**src/rtl/adder_pkg.sv**
```systemverilog
// Shared definitions for the multi-word adder sequencer: the default chunk geometry
// and the FSM state encoding used by the top level and its debug port.
package adder_pkg;

    localparam int W_DEFAULT = 4;
    localparam int K_DEFAULT = 4;

    typedef enum logic [1:0] {
        IDLE = 2'd0,
        RUN  = 2'd1,
        DONE = 2'd2
    } state_e;

    // A single-chunk operand still needs a one-bit index register.
    function automatic int idx_width(input int k);
        return (k > 1) ? $clog2(k) : 1;
    endfunction

endpackage

```
**src/rtl/multiword_add_sequencer_if.sv**
```systemverilog
// Operand/result bus of the multi-word adder sequencer. The sub signal exists only
// when MULTIWORD_ADD_SEQUENCER_SUB_EN is defined.
interface multiword_add_sequencer_if #(
    parameter int W = adder_pkg::W_DEFAULT,
    parameter int K = adder_pkg::K_DEFAULT
);
    localparam int OW = W * K;

    // Handshake: an operand pair transfers on a rising clk edge where in_valid & in_ready
    // are both high; a result transfers on a rising edge where out_valid & out_ready are
    // both high. Neither ready depends combinationally on its valid, and a raised valid
    // with its payload is held by the sender until the transfer edge.
    logic          in_valid;
    logic          in_ready;
    logic [OW-1:0] A;
    logic [OW-1:0] B;
`ifdef MULTIWORD_ADD_SEQUENCER_SUB_EN
    logic          sub;
`endif
    logic          out_valid;
    logic          out_ready;
    logic [OW:0]   total;
    logic          busy;

    modport master (
`ifdef MULTIWORD_ADD_SEQUENCER_SUB_EN
        output sub,
`endif
        output in_valid, A, B, out_ready,
        input  in_ready, out_valid, total, busy
    );

    modport slave (
`ifdef MULTIWORD_ADD_SEQUENCER_SUB_EN
        input  sub,
`endif
        input  in_valid, A, B, out_ready,
        output in_ready, out_valid, total, busy
    );

endinterface

```
**src/rtl/chunk_adder_cin.sv**
```systemverilog
// Combinational W-bit ripple adder with carry-in, one full-adder cell per bit.
module chunk_adder_cin #(
    parameter int W = 4
) (
    output logic         cout,
    output logic [W-1:0] sum,
    input  logic [W-1:0] a,
    input  logic [W-1:0] b,
    input  logic         cin
);
    logic [W:0] c;

    assign c[0] = cin;

    for (genvar i = 0; i < W; i++) begin : g_bit
        fa_cell u_fa (
            .cout (c[i+1]),
            .s    (sum[i]),
            .a    (a[i]),
            .b    (b[i]),
            .cin  (c[i])
        );
    end

    assign cout = c[W];
endmodule

```
**src/rtl/fa_cell.sv**
```systemverilog
// Full-adder cell built from two half-adder cells.
module fa_cell (
    output logic cout,
    output logic s,
    input  logic a,
    input  logic b,
    input  logic cin
);
    logic s1;
    logic c1;
    logic c2;

    ha_cell u_ha0 (.c(c1), .s(s1), .a(a),  .b(b));
    ha_cell u_ha1 (.c(c2), .s(s),  .a(s1), .b(cin));

    // The two half-adder carries can never both be high.
    assign cout = c1 | c2;
endmodule

```
**src/rtl/ha_cell.sv**
```systemverilog
// Half-adder cell: one-bit sum and carry of two inputs.
module ha_cell (
    output logic c,
    output logic s,
    input  logic a,
    input  logic b
);
    assign s = a ^ b;
    assign c = a & b;
endmodule

```
**src/rtl/multiword_add_sequencer.sv**
```systemverilog
// Multi-word adder: walks K chunks of W bits through one shared W-bit adder, one chunk per
// cycle, result after exactly K cycles. Define MULTIWORD_ADD_SEQUENCER_SUB_EN for A-B mode.
module multiword_add_sequencer
    import adder_pkg::*;
#(
    parameter int W = W_DEFAULT,
    parameter int K = K_DEFAULT
) (
    input  logic                     clk,
    input  logic                     reset,
    multiword_add_sequencer_if.slave bus,
    output state_e                   state_dbg
);

    localparam int OW   = W * K;
    localparam int IDXW = idx_width(K);

    state_e          state_q, state_d;
    logic [IDXW-1:0] idx_q, idx_d;
    logic            c_q, c_d;
    logic [OW-1:0]   a_q, a_d;
    logic [OW-1:0]   b_q, b_d;
    logic [OW-1:0]   res_q, res_d;
    logic [OW:0]     total_q, total_d;
`ifdef MULTIWORD_ADD_SEQUENCER_SUB_EN
    logic            sub_q, sub_d;
`endif

    logic [W-1:0]    a_chunk;
    logic [W-1:0]    b_chunk;
    logic [W-1:0]    b_eff;
    logic [W-1:0]    sum_chunk;
    logic            cout_chunk;

    always_comb begin
        a_chunk = '0;
        b_chunk = '0;
        for (int i = 0; i < K; i++) begin
            if (idx_q == IDXW'(i)) begin
                a_chunk = a_q[i*W +: W];
                b_chunk = b_q[i*W +: W];
            end
        end
    end

`ifdef MULTIWORD_ADD_SEQUENCER_SUB_EN
    // A - B computed as A + ~B + 1; the +1 enters as the initial carry.
    assign b_eff = sub_q ? ~b_chunk : b_chunk;
`else
    assign b_eff = b_chunk;
`endif

    chunk_adder_cin #(.W(W)) u_adder (
        .cout (cout_chunk),
        .sum  (sum_chunk),
        .a    (a_chunk),
        .b    (b_eff),
        .cin  (c_q)
    );

    always_comb begin
        state_d = state_q;
        idx_d   = idx_q;
        c_d     = c_q;
        a_d     = a_q;
        b_d     = b_q;
        res_d   = res_q;
        total_d = total_q;
`ifdef MULTIWORD_ADD_SEQUENCER_SUB_EN
        sub_d   = sub_q;
`endif
        unique case (state_q)
            IDLE: begin
                if (bus.in_valid) begin
                    a_d     = bus.A;
                    b_d     = bus.B;
                    idx_d   = '0;
`ifdef MULTIWORD_ADD_SEQUENCER_SUB_EN
                    sub_d   = bus.sub;
                    c_d     = bus.sub;
`else
                    c_d     = 1'b0;
`endif
                    state_d = RUN;
                end
            end
            RUN: begin
                for (int i = 0; i < K; i++) begin
                    if (idx_q == IDXW'(i)) begin
                        res_d[i*W +: W] = sum_chunk;
                    end
                end
                c_d   = cout_chunk;
                idx_d = idx_q + IDXW'(1);
                // The final chunk's carry-out is the top bit of the published total.
                if (idx_q == IDXW'(K - 1)) begin
                    total_d = {cout_chunk, res_d};
                    state_d = DONE;
                end
            end
            DONE: begin
                if (bus.out_ready) begin
                    state_d = IDLE;
                end
            end
            default: begin
                state_d = IDLE;
            end
        endcase
    end

    always_ff @(posedge clk) begin
        if (reset) begin
            state_q <= IDLE;
            idx_q   <= '0;
            c_q     <= 1'b0;
            a_q     <= '0;
            b_q     <= '0;
            res_q   <= '0;
            total_q <= '0;
`ifdef MULTIWORD_ADD_SEQUENCER_SUB_EN
            sub_q   <= 1'b0;
`endif
        end else begin
            state_q <= state_d;
            idx_q   <= idx_d;
            c_q     <= c_d;
            a_q     <= a_d;
            b_q     <= b_d;
            res_q   <= res_d;
            total_q <= total_d;
`ifdef MULTIWORD_ADD_SEQUENCER_SUB_EN
            sub_q   <= sub_d;
`endif
        end
    end

    assign bus.in_ready  = (state_q == IDLE);
    assign bus.out_valid = (state_q == DONE);
    assign bus.busy      = (state_q == RUN);
    assign bus.total     = total_q;
    assign state_dbg     = state_q;

endmodule

```
**src/flat_wrapper.sv**
```systemverilog
// flat-port wrapper written by rule: the top's interface ports become plain ports
module multiword_add_sequencer_flat import adder_pkg::*;
#(
    parameter int W = W_DEFAULT,
    parameter int K = K_DEFAULT
)
  (clk, reset, state_dbg, bus_in_valid, bus_A, bus_B, bus_out_ready, bus_in_ready, bus_out_valid, bus_total, bus_busy);
  multiword_add_sequencer_if #(.W(W), .K(K)) bus_i ();
  input  logic clk;
  input  logic reset;
  output state_e state_dbg;
  input wire logic [$bits(bus_i.in_valid)-1:0] bus_in_valid;
  input wire logic [$bits(bus_i.A)-1:0] bus_A;
  input wire logic [$bits(bus_i.B)-1:0] bus_B;
  input wire logic [$bits(bus_i.out_ready)-1:0] bus_out_ready;
  output wire logic [$bits(bus_i.in_ready)-1:0] bus_in_ready;
  output wire logic [$bits(bus_i.out_valid)-1:0] bus_out_valid;
  output wire logic [$bits(bus_i.total)-1:0] bus_total;
  output wire logic [$bits(bus_i.busy)-1:0] bus_busy;
  assign bus_i.in_valid = bus_in_valid;
  assign bus_i.A = bus_A;
  assign bus_i.B = bus_B;
  assign bus_i.out_ready = bus_out_ready;
  assign bus_in_ready = bus_i.in_ready;
  assign bus_out_valid = bus_i.out_valid;
  assign bus_total = bus_i.total;
  assign bus_busy = bus_i.busy;
  multiword_add_sequencer #(.W(W), .K(K)) u_core (.clk(clk), .reset(reset), .bus(bus_i), .state_dbg(state_dbg));
endmodule
```
**config.mk**
```make
export PLATFORM = sky130hd
export DESIGN_NAME = multiword_add_sequencer_flat
export DESIGN_NICKNAME = d
export VERILOG_FILES = /design/src/rtl/adder_pkg.sv /design/src/rtl/multiword_add_sequencer_if.sv /design/src/rtl/chunk_adder_cin.sv /design/src/rtl/fa_cell.sv /design/src/rtl/ha_cell.sv /design/src/rtl/multiword_add_sequencer.sv /design/src/flat_wrapper.sv
export SDC_FILE = /design/constraint.sdc
export NUM_CORES = 1
export LEC_CHECK = 0
export ABC_AREA = 1
export BUFFER_PORTS_ARGS = -buffer_cell sky130_fd_sc_hd__buf_4
export CORE_UTILIZATION = 59
export CTS_CLUSTER_DIAMETER = 200
export DETAILED_ROUTE_END_ITERATION = 7
export GPL_ROUTABILITY_DRIVEN = 0
export PLACE_DENSITY = 0.84
export SETUP_SLACK_MARGIN = 0.2
export SYNTH_ARGS = -nofsm -noshare
export SYNTH_HDL_FRONTEND = slang
export SYNTH_SLANG_ARGS = --single-unit
```
**constraint.sdc**
```tcl
create_clock -name clk -period 8.38 [get_ports clk]
set_input_delay 1.676 -clock clk [delete_from_list [all_inputs] [get_ports clk]]
set_output_delay 1.676 -clock clk [all_outputs]
set_load 0.02 [all_outputs]
```
==> flow_summary.rst <==
.. list-table::
   :header-rows: 1

   * - Metric
     - Value
   * - Transition time of the tightest slew-check pin
     - between 0.9 and 1 ns
   * - Data required time at the worst endpoint
     - roughly 8.6 ns
   * - Kind of end point of the critical path
     - flop
   * - Final hold vios
     - 0
   * - Fin Setup TNS
     - 0 ns
   * - Clk Latency, worst-skew pair
     - 0.35 ns
   * - Number of hold buffers added after cts
     - 0
   * - Number of standard-cell rows in the floorplan
     - 26
   * - Setup clock skew after layout
     - roughly 0.0075 ns
   * - First-pass DRT Iterations
     - 4
   * - Post-synth net total
     - 519
   * - Netlist Area Pre-Place
     - about 3100 um^2
   * - Signed area change from the synthesized netlist to the final layout
     - 19.4%
   * - Path type of the worst setup path
     - flop to flop
   * - Utilization after layout
     - between 70 and 80%
   * - Area used by sequential logic in the layout
     - 1320 um^2
   * - Number of routed nets with antenna violations
     - 0
   * - Result of the run
     - finished clean
   * - Endpoints failing setup
     - 0
   * - Clk Tree Root Cell
     - sky130_fd_sc_hd__clkbuf_8
   * - Power per cell area
     - around 200 nW/um^2
   * - # diodes
     - 0
   * - Starting Density
     - between 60% and 70%
   * - Max-capacitance violation count
     - 0
   * - Total global-route track usage
     - approximately a quarter
   * - Kind of cell adding the most delay to the critical path
     - adder cells
   * - Dpl hpwl
     - 4520 um
   * - Count of buffers from port buffering
     - 57
   * - Max clock buf depth
     - 2
   * - Final hold slack
     - around 0.47 ns
   * - Inserted Clock Buffers
     - 9
   * - Post-layout net count
     - ~570
   * - CP peak stage delay
     - 0.49 ns
   * - Highest Clock Rate
     - ~270 MHz
   * - Initial drt markers
     - 170
   * - Post-route clock period utilization
     - 44.8%
   * - Synth area leader
     - sky130_fd_sc_hd__dfxtp_1
   * - Worst path slowest cell
     - sky130_fd_sc_hd__ha_1
   * - Number of vias after detailed routing
     - 2857
   * - Average cell area after synthesis
     - ~6.6 um^2
   * - Number of antenna violations at the first check in global routing
     - 0
   * - Commonest cells after routing, fill and taps aside
     - sky130_fd_sc_hd__nand2_1, sky130_fd_sc_hd__nor2_1, sky130_fd_sc_hd__dfxtp_1, sky130_fd_sc_hd__inv_1, sky130_fd_sc_hd__buf_4
   * - Total wire length after detailed routing
     - ~6700 um
   * - Wire length of the first global-routing pass
     - around 11000 um
   * - Synthesized instance count
     - ~480
   * - Commonest non-fill, non-tap cell in the layout
     - sky130_fd_sc_hd__nand2_1
   * - H-tree Lvls
     - 3
   * - Worst Setup Start Kind
     - flop
   * - Arrival @ worst endpoint
     - 4.00 ns
   * - Largest net degree at the start of global routing
     - 35
   * - Clock transition at the register clock pins on the worst setup and hold paths after CTS
     - ~0.070 ns
   * - Top cells by area, synth
     - sky130_fd_sc_hd__dfxtp_1, sky130_fd_sc_hd__nand2_1, sky130_fd_sc_hd__nor2_1, sky130_fd_sc_hd__o21ai_0, sky130_fd_sc_hd__inv_1
   * - Via count of the first global-routing pass
     - ~2500
   * - Leftover overflow at the end of global routing
     - 0
   * - Number of instances resized during post-cts repair
     - 0
   * - Warning count from the yosys run
     - 0
   * - Worst slew margin relative to its limit
     - a little under two fifths
   * - Fill cell instance count of the final layout
     - 430
   * - Unrepaired setup endpoints after global routing
     - false
   * - Seq/Total Area, Yosys
     - 42.3%
   * - Max-slew violation count
     - 0
   * - X dimension of the die
     - 74.8 um
   * - Total setup buffers inserted after CTS
     - 0
   * - # IOs
     - 58
   * - Largest fanout of any net on the critical path
     - 14
   * - Die extent in y
     - ~75 um
   * - Minimum clock period after layout
     - 3.75 ns
   * - Final Power
     - roughly 750 uW
   * - Number of unique standard cell types used by synthesis
     - 20
   * - Class of the worst hold path
     - flop to flop
   * - Area of the multi-input gates
     - 1440 um^2
   * - Seq cells post-synth
     - 66
   * - Maximum vdd drop
     - between 0.15 and 0.2 mV
   * - Clock tree from TritonCTS
     - built
   * - Sink Count
     - 66
   * - Layout cells sized above 1
     - ~15%
   * - Combined buffer and inverter count along the critical path
     - 4
   * - Floorplan die area
     - approximately 5600 um^2
   * - Vias per Instance
     - between 4 and 5
   * - Area fraction of the dominant cell type after synthesis
     - between 40% and 50%
   * - Average wire per cell in the routed design
     - around 11 um
   * - Ordered list of cells on the worst path
     - inv_1 -> ha_1 -> inv_1 -> nor2_1 -> nor2_1 -> a21boi_0 -> fa_1 -> inv_1 -> fa_1 -> fa_1 -> fa_1 -> inv_1 -> nand2_1 -> nand2_1 -> nand2_1 -> nand2_1 -> nor2_1
   * - Static leakage
     - between 0.0015 and 0.002 uW
   * - Core region area
     - a little over 5000 um^2
   * - # DRC
     - 0
-- kinds of logic (layout without fill, tap and decap cells) --
kind of cell             after synthesis  after routing  share of synthesized area, %
AO/OA/AOI/OAI                         74             74                          11.9
adder cells (fa/ha/maj)                8              8                          4.17
flip-flops                            66             66                          42.3
buffers and inverters                 86            137                          11.6
AND/OR/NAND/NOR                      241            241                          30.0
-- power by group --
group	total [uW]	switching [uW]	internal, uW
logic	127	79.5	47.4
clock network	275	115	160
registers	346	12.1	334
total	748	207	541
-- synth_stat cells, drive strengths merged --
library cell	number
and2	3
ha	4
dfxtp	66
clkbuf	11
clkinv	1
or2	1
nor2	111
nand2	121
fa	4
a21boi	1
nand3	5
o21ai	49
inv	63
a21oi	24
buf	11
-- final timing paths --
check | endpoint | cells after the start | slack [ns] | from
max | u_core.bus.total[7]$_SDFFE_PP0P_ | 17 | 4.63 | u_core.idx_q[0]$_SDFFE_PP0P_
min | u_core.c_q$_SDFFE_PP0P_ | 2 | 0.47 | u_core.c_q$_SDFFE_PP0P_
max reg2reg | u_core.bus.total[7]$_SDFFE_PP0P_ | 17 | 4.63 | u_core.idx_q[0]$_SDFFE_PP0P_
min reg2reg | u_core.c_q$_SDFFE_PP0P_ | 2 | 0.47 | u_core.c_q$_SDFFE_PP0P_
-- metal layers --
| metal | part of all wire (%) | track usage, % | wire length (um) | up-vias |
|---|---|---|---|---|
| met4 | 1.4 | 9.01 | 90 | 0 |
| met2 | 49 | 45.8 | 3290 | 72 |
| met3 | 5.0 | 9.10 | 332 | 8 |
| met1 | 44 | 30.2 | 2950 | 1246 |
| li1 | - | - | - | 1531 |
| met5 | 0 | 0 | 0 | - |
-- flip-flops by register name, indices dropped and copies added, names as in the netlist --
signal / count
u_core.b_q: 16
u_core.state_dbg: 2
u_core.idx_q: 2
u_core.c_q: 1
u_core.a_q: 16
u_core.bus.total: 17
u_core.res_q: 12
-- per-stage QoR --
| stage | std cells | instance area (um^2) | setup slack [ns] |
|---|---|---|---|
| 3_3_place_gp | 581 | 3530 | 4.76 |
| 3_5_place_dp | 581 | 3530 | 4.68 |
| 5_1_grt | 596 | 3730 | 4.32 |
| 2_1_floorplan | 475 | 3120 | 5.27 |
| 6_report | 596 | 3730 | 4.63 |
| 4_1_cts | 596 | 3730 | 4.63 |
-- worst register-to-register path: stages, from the launching register on --
cell,delay (ns)
sky130_fd_sc_hd__dfxtp_1,0.34
sky130_fd_sc_hd__inv_1,0.11
sky130_fd_sc_hd__ha_1,0.49
sky130_fd_sc_hd__inv_1,0.32
sky130_fd_sc_hd__nor2_1,0.16
sky130_fd_sc_hd__nor2_1,0.04
sky130_fd_sc_hd__a21boi_0,0.27
sky130_fd_sc_hd__fa_1,0.22
sky130_fd_sc_hd__inv_1,0.05
sky130_fd_sc_hd__fa_1,0.37
sky130_fd_sc_hd__fa_1,0.39
sky130_fd_sc_hd__fa_1,0.43
sky130_fd_sc_hd__inv_1,0.12
sky130_fd_sc_hd__nand2_1,0.08
sky130_fd_sc_hd__nand2_1,0.09
sky130_fd_sc_hd__nand2_1,0.05
sky130_fd_sc_hd__nand2_1,0.07
sky130_fd_sc_hd__nor2_1,0.05
-- final cells by class --
class	instances	share of cell area, %
Multi-Input combinational cell	323	38.6
Sequential cell	66	35.4
Timing Repair Buffer	58	11.7
Inverter	64	6.44
Clock buffer	13	4.53
Tap cell	70	2.35
Clock inverter	2	0.939
Note: power is estimated with default switching activity, not from simulation.
